**src/rtl/mem_access_sequencer.sv**
```systemverilog
// Multicycle load/store sequencer: one datapath request becomes one or two aligned
// ready/valid memory beats with byte enables, then a single-cycle response pulse.
module mem_access_sequencer #(
  parameter int unsigned DATA_W      = 32,
  parameter int unsigned ADDR_W      = 32,
  parameter bit          ALLOW_SPLIT = 1'b1
) (
  input  logic                  clk,
  input  logic                  reset,
  input  logic                  req_valid,
  output logic                  req_ready,
  input  logic                  req_write,
  input  logic [ADDR_W-1:0]     req_addr,
  input  logic [1:0]            req_size,
  input  logic                  req_signed,
  input  logic [31:0]           req_wdata,
  output logic                  resp_valid,
  output logic [31:0]           resp_rdata,
  output logic                  resp_misaligned,
  output logic                  mem_valid,
  input  logic                  mem_ready,
  output logic                  mem_write,
  output logic [ADDR_W-1:0]     mem_addr,
  output logic [DATA_W/8-1:0]   mem_be,
  output logic [DATA_W-1:0]     mem_wdata,
  input  logic [DATA_W-1:0]     mem_rdata
);

  localparam int unsigned BYTES = DATA_W / 8;
  localparam int unsigned OFF_W = $clog2(BYTES);
  localparam int unsigned BE_W  = 2 * BYTES;
  localparam int unsigned WIN_W = 2 * DATA_W;

  typedef enum logic [1:0] {IDLE, BEAT0, BEAT1, RESP} state_t;

  state_t              state;
  logic                q_write;
  logic [1:0]          q_size;
  logic                q_signed;
  logic [OFF_W-1:0]    q_off;
  logic [1:0]          q_rot;
  logic                q_mis;
  logic                q_split;
  logic [BYTES-1:0]    be1_q;
  logic [DATA_W-1:0]   wd1_q;
  logic [DATA_W-1:0]   beat0_q;

  logic [3:0]          req_mask;
  logic [2:0]          req_sb;
  logic [ADDR_W-1:0]   req_ea;
  logic [OFF_W-1:0]    req_off;
  logic [BE_W-1:0]     req_be_win;
  logic [WIN_W-1:0]    req_wd_win;
  logic                req_split;
  logic                req_mis;

  // Request decode: both beats' enables and lane data come from one 2-beat window
  always_comb begin
    req_mask = 4'b1111;
    req_sb   = 3'd4;
    case (req_size)
      2'b00:   begin req_mask = 4'b0001; req_sb = 3'd1; end
      2'b01:   begin req_mask = 4'b0011; req_sb = 3'd2; end
      default: begin req_mask = 4'b1111; req_sb = 3'd4; end
    endcase
    // Legacy mode never splits: the access is forced onto its natural alignment
    req_ea     = ALLOW_SPLIT ? req_addr : (req_addr & ~ADDR_W'(req_sb - 3'd1));
    req_off    = req_ea[OFF_W-1:0];
    req_be_win = BE_W'(req_mask) << req_off;
    req_wd_win = WIN_W'(req_wdata) << {req_off, 3'b000};
    req_split  = ALLOW_SPLIT && ((32'(req_off) + 32'(req_sb)) > BYTES);
    req_mis    = |(req_addr[1:0] & req_mask[2:1]);
  end

  logic [WIN_W-1:0] asm_win;
  logic [31:0]      asm_word;
  logic [31:0]      asm_rot;
  logic [31:0]      asm_data;

  // Load assembly from the beat(s) in flight, then legacy rotate and extension
  always_comb begin
    asm_win  = (state == BEAT1) ? {mem_rdata, beat0_q} : {DATA_W'(0), mem_rdata};
    asm_word = 32'(asm_win >> {q_off, 3'b000});
    asm_rot  = 32'({asm_word, asm_word} >> {q_rot, 3'b000});
    case (q_size)
      2'b00:   asm_data = {{24{q_signed & asm_rot[7]}}, asm_rot[7:0]};
      2'b01:   asm_data = {{16{q_signed & asm_rot[15]}}, asm_rot[15:0]};
      default: asm_data = asm_rot;
    endcase
  end

  always_ff @(posedge clk or negedge reset) begin
    if (!reset) begin
      state           <= IDLE;
      req_ready       <= 1'b1;
      resp_valid      <= 1'b0;
      resp_rdata      <= '0;
      resp_misaligned <= 1'b0;
      mem_valid       <= 1'b0;
      mem_write       <= 1'b0;
      mem_addr        <= '0;
      mem_be          <= '0;
      mem_wdata       <= '0;
      q_write         <= 1'b0;
      q_size          <= '0;
      q_signed        <= 1'b0;
      q_off           <= '0;
      q_rot           <= '0;
      q_mis           <= 1'b0;
      q_split         <= 1'b0;
      be1_q           <= '0;
      wd1_q           <= '0;
      beat0_q         <= '0;
    end else begin
      case (state)
        IDLE: begin
          if (req_valid) begin
            q_write   <= req_write;
            q_size    <= req_size;
            q_signed  <= req_signed;
            q_off     <= req_off;
            q_rot     <= (!ALLOW_SPLIT && req_size[1]) ? req_addr[1:0] : 2'b00;
            q_mis     <= req_mis;
            q_split   <= req_split;
            be1_q     <= req_be_win[BE_W-1:BYTES];
            wd1_q     <= req_wd_win[WIN_W-1:DATA_W];
            req_ready <= 1'b0;
            mem_valid <= 1'b1;
            mem_write <= req_write;
            mem_addr  <= {req_ea[ADDR_W-1:OFF_W], OFF_W'(0)};
            mem_be    <= req_be_win[BYTES-1:0];
            mem_wdata <= req_wd_win[DATA_W-1:0];
            state     <= BEAT0;
          end
        end
        BEAT0, BEAT1: begin
          if (mem_ready) begin
            if (state == BEAT0 && q_split) begin
              beat0_q   <= mem_rdata;
              mem_addr  <= mem_addr + ADDR_W'(BYTES);
              mem_be    <= be1_q;
              mem_wdata <= wd1_q;
              state     <= BEAT1;
            end else begin
              mem_valid       <= 1'b0;
              mem_write       <= 1'b0;
              resp_valid      <= 1'b1;
              resp_rdata      <= q_write ? 32'd0 : asm_data;
              resp_misaligned <= q_mis;
              state           <= RESP;
            end
          end
        end
        RESP: begin
          resp_valid      <= 1'b0;
          resp_misaligned <= 1'b0;
          req_ready       <= 1'b1;
          state           <= IDLE;
        end
        default: state <= IDLE;
      endcase
    end
  end

endmodule

```
**config.mk**
```make
export PLATFORM = sky130hd
export DESIGN_NAME = mem_access_sequencer
export DESIGN_NICKNAME = d
export VERILOG_FILES = /design/src/rtl/mem_access_sequencer.sv
export SDC_FILE = /design/constraint.sdc
export NUM_CORES = 1
export LEC_CHECK = 0
export BUFFER_PORTS_ARGS = -buffer_cell sky130_fd_sc_hd__buf_2
export CAP_MARGIN = 0
export CORE_MARGIN = 1
export CORE_UTILIZATION = 45
export CTS_CLUSTER_SIZE = 14
export DETAILED_ROUTE_END_ITERATION = 12
export PLACE_DENSITY = 0.71
export SLEW_MARGIN = 20
export SYNTH_ARGS = -nofsm -noshare
export SYNTH_HDL_FRONTEND = slang
export SYNTH_SLANG_ARGS = --single-unit
```
**constraint.sdc**
```tcl
create_clock -name clk -period 2.3 [get_ports clk]
set_clock_uncertainty 0.05 [all_clocks]
set_input_delay 0.46 -clock clk [delete_from_list [all_inputs] [get_ports clk]]
set_output_delay 0.46 -clock clk [all_outputs]
set_load 0.01 [all_outputs]
```
**Yosys cells after proc, flatten, opt, wreduce, memory -nomap -nowiden**

Cells that the tools add are included.

- $add $sub $neg: 2
- Order comparisons: 1
- Equality and inequality tests: 9
- Shift-type cells: 3
- Multiplexer cells: 35
- Bitwise gates (word level): 4
- Reductions and logical operators: 17

Operators by type and width:

| operator | number |
|---|---|
| 32-bit two-way mux | 7 |
| 32-bit one-hot mux with 2 select lines | 3 |
| 64-bit two-way mux | 1 |
| 32-bit by 5-bit << shifter with 64-bit output | 1 |
| 64-bit by 5-bit right shift with 32-bit output | 1 |
| 32-bit by 3-bit adder with 32-bit output, second input constant | 1 |
| 4-bit one-hot mux with 2 select lines | 2 |
| 4-bit two-way mux | 3 |
| 1-bit two-way mux | 10 |
| 1-bit one-hot mux with 2 select lines | 5 |
| 3-bit AND reduction | 3 |
| 2-bit inequality test, second input constant | 4 |
| 4-bit AND reduction | 2 |
| 4-bit by 2-bit << shifter with 8-bit output | 1 |
| 2-bit by 1-bit equality test with 1-bit output, second input constant | 3 |
| 2-bit logical NOT | 3 |
| 2-bit one-hot mux with 3 select lines | 1 |
| 3-bit one-hot mux with 2 select lines | 1 |
| 2-bit AND reduction | 3 |
| 2-bit nonzero test | 3 |
| 2-bit by 3-bit adder with 4-bit output | 1 |
| 2-bit equality test, second input constant | 2 |
| 4-bit by 3-bit > comparator with 1-bit output, second input constant | 1 |
| 2-bit two-way mux | 2 |
| other kinds (5) | 7 |

- Bits in registers: 183
- Bits of input ports: 104
- Output and inout port bits: 105
- Logic and storage cells: 90

**Longest topological paths before layout**

- Depth in word-level cells: 6
- Gate-level depth with buffers: 10

**Worst setup path before layout**

Ideal clock, no wire load.

- Kind: register to register
- Start: reg state[0]
- End: reg resp_rdata[21]
- Setup time: 122 ps
- Data arrival time: 2177 ps
- Data required time: 2128 ps
- Path slack: -48 ps
- Cell stages (with the launch flop): 10
- Clock period less this slack: 2348 ps
- Path through: dfrtp_1 > inv_1 > ha_1 > buf_6 > mux2_4 > mux4_2 > nand3_4 > nand2_4 > buf_6 > a32o_1

- Word-level cells in the longest chain between the ends: 6
- Elaborated cells on any way between the ends: 12
- Classes of those cells: 2 x eq/ne; 1 x shift; 3 x mux; 3 x bitwise; 3 x reduce/logical

RTL lines:

| item | RTL line | text |
|---|---|---|
| from (decl) | 36 | `state_t state;` |
| from (signal assigned) | 94 | `state <= IDLE;` |
| from (signal assigned) | 133 | `state <= BEAT0;` |
| from (signal assigned) | 143 | `state <= BEAT1;` |
| 2-bit equality test | 82, 115 |  |
| 64-bit two-way mux | 82 | `asm_win = (state == BEAT1) ? {mem_rdata, beat0_q} : {DATA_W'(0), mem_rdata};` |
| 64-bit by 5-bit right shift with 32-bit output | 83 | `asm_word = 32'(asm_win >> {q_off, 3'b000});` |
| 1-bit AND, on equally long branches | 87, 86 |  |
| 32-bit one-hot mux with 2 select lines | 85 | `case (q_size)` |
| 32-bit two-way mux | 148 | `resp_rdata <= q_write ? 32'd0 : asm_data;` |
| to (signal assigned) | 148 |  |
| to (decl) | 18 | `output logic [31:0] resp_rdata,` |

Parallel ways exist; a longest one is shown, timed or not.
A chain may end at the register's enable or synchronous reset.

**Worst setup path after layout**

- Start: reg state[0]
- End: reg resp_rdata[15]

- Word-level cells in the longest chain between the ends: 6
- Elaborated cells on any way between the ends: 11
- Classes of those cells: 2 x eq/ne; 1 x shift; 3 x mux; 2 x bitwise; 3 x reduce/logical

RTL lines:

| item | RTL line | text |
|---|---|---|
| 2-bit equality test | 82, 115 |  |
| 64-bit two-way mux | 82 |  |
| 64-bit by 5-bit right shift with 32-bit output | 83 |  |
| 1-bit AND | 86 | `2'b00: asm_data = {{24{q_signed & asm_rot[7]}}, asm_rot[7:0]};` |
| 32-bit one-hot mux with 2 select lines | 85 |  |
| 32-bit two-way mux | 148 |  |

Parallel ways exist; a longest one is shown, timed or not.

==> results_dict.tcl <==
set metrics [dict create \
    status "finished, final reports clean" \
    route.detailed.drc 0 \
    fillers 1823 \
    met2_usage 0.386 \
    synth.area.top_cells "dfrtp_1 (45%), mux2_2 (6.7%), mux2i_1 (6.5%)" \
    p_per_area_mw_per_mm2 1300 \
    cts.clk_slew.worst_paths_ps 70 \
    die_h_um 147 \
    vdd_drop_max_uv 538 \
    dpl.cell_count 1401 \
    cpMaxStageDelayCell "mux4_2" \
    syn_area_mm2 0.00951 \
    root_buffer "clkbuf_16" \
    die_x_um 147 \
    fmax_mhz 446 \
    synth_warnings 0 \
    cp.arrival_ps 2510 \
    grt_pass1_wl_mm 43.6 \
    p_leak_uw 0.00536 \
    drt_iter0_drc 645 \
    clock_latency_ps 430 \
    io_buffers 206 \
    numCtsBuffers 17 \
    regToRegStartpoint "state[0]" \
    syn_area_per_cell_um2 9.98 \
    period_minus_slack_ps 2240 \
    via_count 8413 \
    synth_most_common_cell "dfrtp_1" \
    drt_first_pass_iters 5 \
    hold_viol_final 0 \
    ys_top_cells_by_count "dfrtp_1 (171), nand2_1 (97), o21ai_0 (82), nor2_1 (80), mux2i_1 (62)" \
    min-delay-path-class "in2reg" \
    cp-startpoint "state[0]" \
    grt.met1_usage 0.367 \
    finalSetupViolations 0 \
    worst_ep_required_time_ps 2570 \
    clkSinkCount 172 \
    synth.yosys.seq_area_share 0.453 \
    synth.largest_area_cell "dfrtp_1" \
    hpwl_mm 19.3 \
    ioPinCount 209 \
    end_kind "flop" \
    synth.distinct_cells 65 \
    utilization 0.573 \
    yosys_register_bits 172 \
    h-tree-depth 4 \
    register_area_mm2 0.00431 \
    core_area_mm2 0.0205 \
    avgViaCountPerCell 5.84 \
    slew_violations 0 \
    grt_max_degree 65 \
    relSlewSlack 0.478 \
    synth_ff_type "dfrtp_1" \
    post-route-period-util 0.974 \
    maxCapViolations 0 \
    wire_per_inst_um 19.0 \
    grt_pass1_vias 7949 \
    cts_tree "yes" \
    yosysTopAreaCellShare 0.450 \
    syn_inst 953 \
    worstSetupStartpointType "flop" \
    fin_nets 1267 \
    rsz0062_at_grt "true" \
    synth_edf_count 0 \
    clockBufferDepth 2 \
    areaGrowthSynthToFinish_pct 23.4 \
    crit_fanout 8 \
    max_stage_delay_ps 520 \
    grt_busiest_layer "met2" \
    ant_nets 0 \
    worstSetupPathType "reg2reg" \
    wirelength_mm 27.4 \
    holdCritStartpoint "req_signed" \
    worst_pin_slew_ps 781 \
    hold_slack_ps 213 \
    dieArea_mm2 0.0217 \
    cp_cell_sequence "inv_2 -> ha_4 -> mux2_4 -> mux4_2 -> nand3_4 -> buf_12 -> o21ai_0 -> a22o_1" \
    fin_setup_tns_ps 0 \
    hold_depth 2 \
    drive_gt1_frac 0.332 \
    async_flop_share 1.00 \
    gp_congestion 0.863 \
    reg2reg_depth 8 \
    antenna_found_initial 4 \
    multiInputGateArea_mm2 0.00490 \
    start_util 0.464 \
    final_cells 1441 \
    grt.met3_usage 0.0586 \
    track_usage 0.255 \
    grt_overflow 0 \
    num_rows 52 \
]
==> where the power goes <==
part | switching [uW] | internal [uW]
Combinational | 3900 | 3090
Clock | 1380 | 1550
Sequential | 1020 | 4330
==> placed cells by master (no fill, tap or decap), types with 5 or more instances in the layout <==
cell type  netlist  layout
nor2b_1         11      11
a21o_1           8       7
a32o_1          17      17
a21oi_1         46      45
buf_12           0       9
mux2_2          57      56
and3_1           8       8
o21ai_0         82      80
a221oi_1        17      17
a22oi_1          9       9
buf_4            4      41
inv_1            7       6
nand4_1         14      14
nor3_1          13      13
and4_1           7       7
nand2_1         97      97
mux4_2          12      12
clkbuf_16        0      17
o221ai_1        11      11
a31oi_1         14      14
o211ai_1        12      12
nor2_1          80      78
inv_8            0       6
nand3_1         20      20
ha_1             8       5
mux2i_1         62      60
buf_2           10     205
dfrtp_1        171     169
a22o_1          18      18
o22ai_1         19      19
==> registers in the layout, indices dropped and copies added, names as in the netlist, 2 cells and up <==
signal	flops
wd1_q	24
state	2
mem_wdata	32
resp_rdata	32
mem_be	4
be1_q	3
q_off	2
beat0_q	32
mem_addr	30
q_size	2
==> worst paths after layout <==
kind	slack, ps	endpoint
max	60	resp_rdata[15]
min	210	q_signed
max reg2reg	60	resp_rdata[15]
min reg2reg	430	mem_wdata[21]
max in group asynchronous	990	mem_wdata[23]
min in group asynchronous	560	beat0_q[28]
==> area by class of cell <==
class / instances / area share
Inverter: 9 / 0.00288
Tap cell: 270 / 0.0288
Multi-Input combinational cell: 696 / 0.418
Sequential cell: 172 / 0.367
Clock buffer: 17 / 0.0362
Timing Repair Buffer: 258 / 0.132
Clock inverter: 15 / 0.0146
Antenna cell: 4 / 0.000853
==> worst max-delay path, delay by kind of cell, from the launching register on <==
| kind | cells | cell delay, ps |
|---|---|---|
| AO/OA/AOI/OAI | 2 | 290 |
| AND/OR/NAND/NOR | 1 | 130 |
| flip-flops | 1 | 390 |
| buffers and inverters | 2 | 220 |
| multiplexers | 2 | 830 |
| adder cells (fa/ha/maj) | 1 | 210 |
==> layer usage <==
metal	up-vias	wire length, um	part of all wire
met2	333	12600	0.46
li1	3969	-	-
met3	30	2100	0.077
met1	4081	12200	0.45
met5	-	0	0
met4	0	440	0.016
==> cell families (layout without fill, tap and decap cells) <==
group,after synthesis,in the layout,share of synthesized area
other,1,6,0.000394
multiplexers,134,134,0.166
buffers and inverters,86,299,0.0392
flip-flops,172,172,0.453
AND/OR/NAND/NOR,272,272,0.133
adder cells (fa/ha/maj),9,9,0.0126
AO/OA/AOI/OAI,279,279,0.196
==> per-stage QoR <==
step | setup slack, ps | area, um^2 | total power [uW]
final | 60.2 | 11700 | 15300
after global routing | -19.1 | 11700 | 16300
after CTS | 36.0 | 11700 | 15200
after detailed placement | -19.6 | 11000 | 12200
after global placement | 29.1 | 11000 | 12000
after floorplan | -4.90 | 9520 | 9700
==> repair_timing <==
item,4_1_cts,5_1_grt
resized for setup,2,12
pin swaps,0,7
hold endpoints to repair,2,0
buffers inserted,0,3
endpoints found under the setup margin,17,55
hold buffers,1,0
Power figures use the tool's default switching activity.
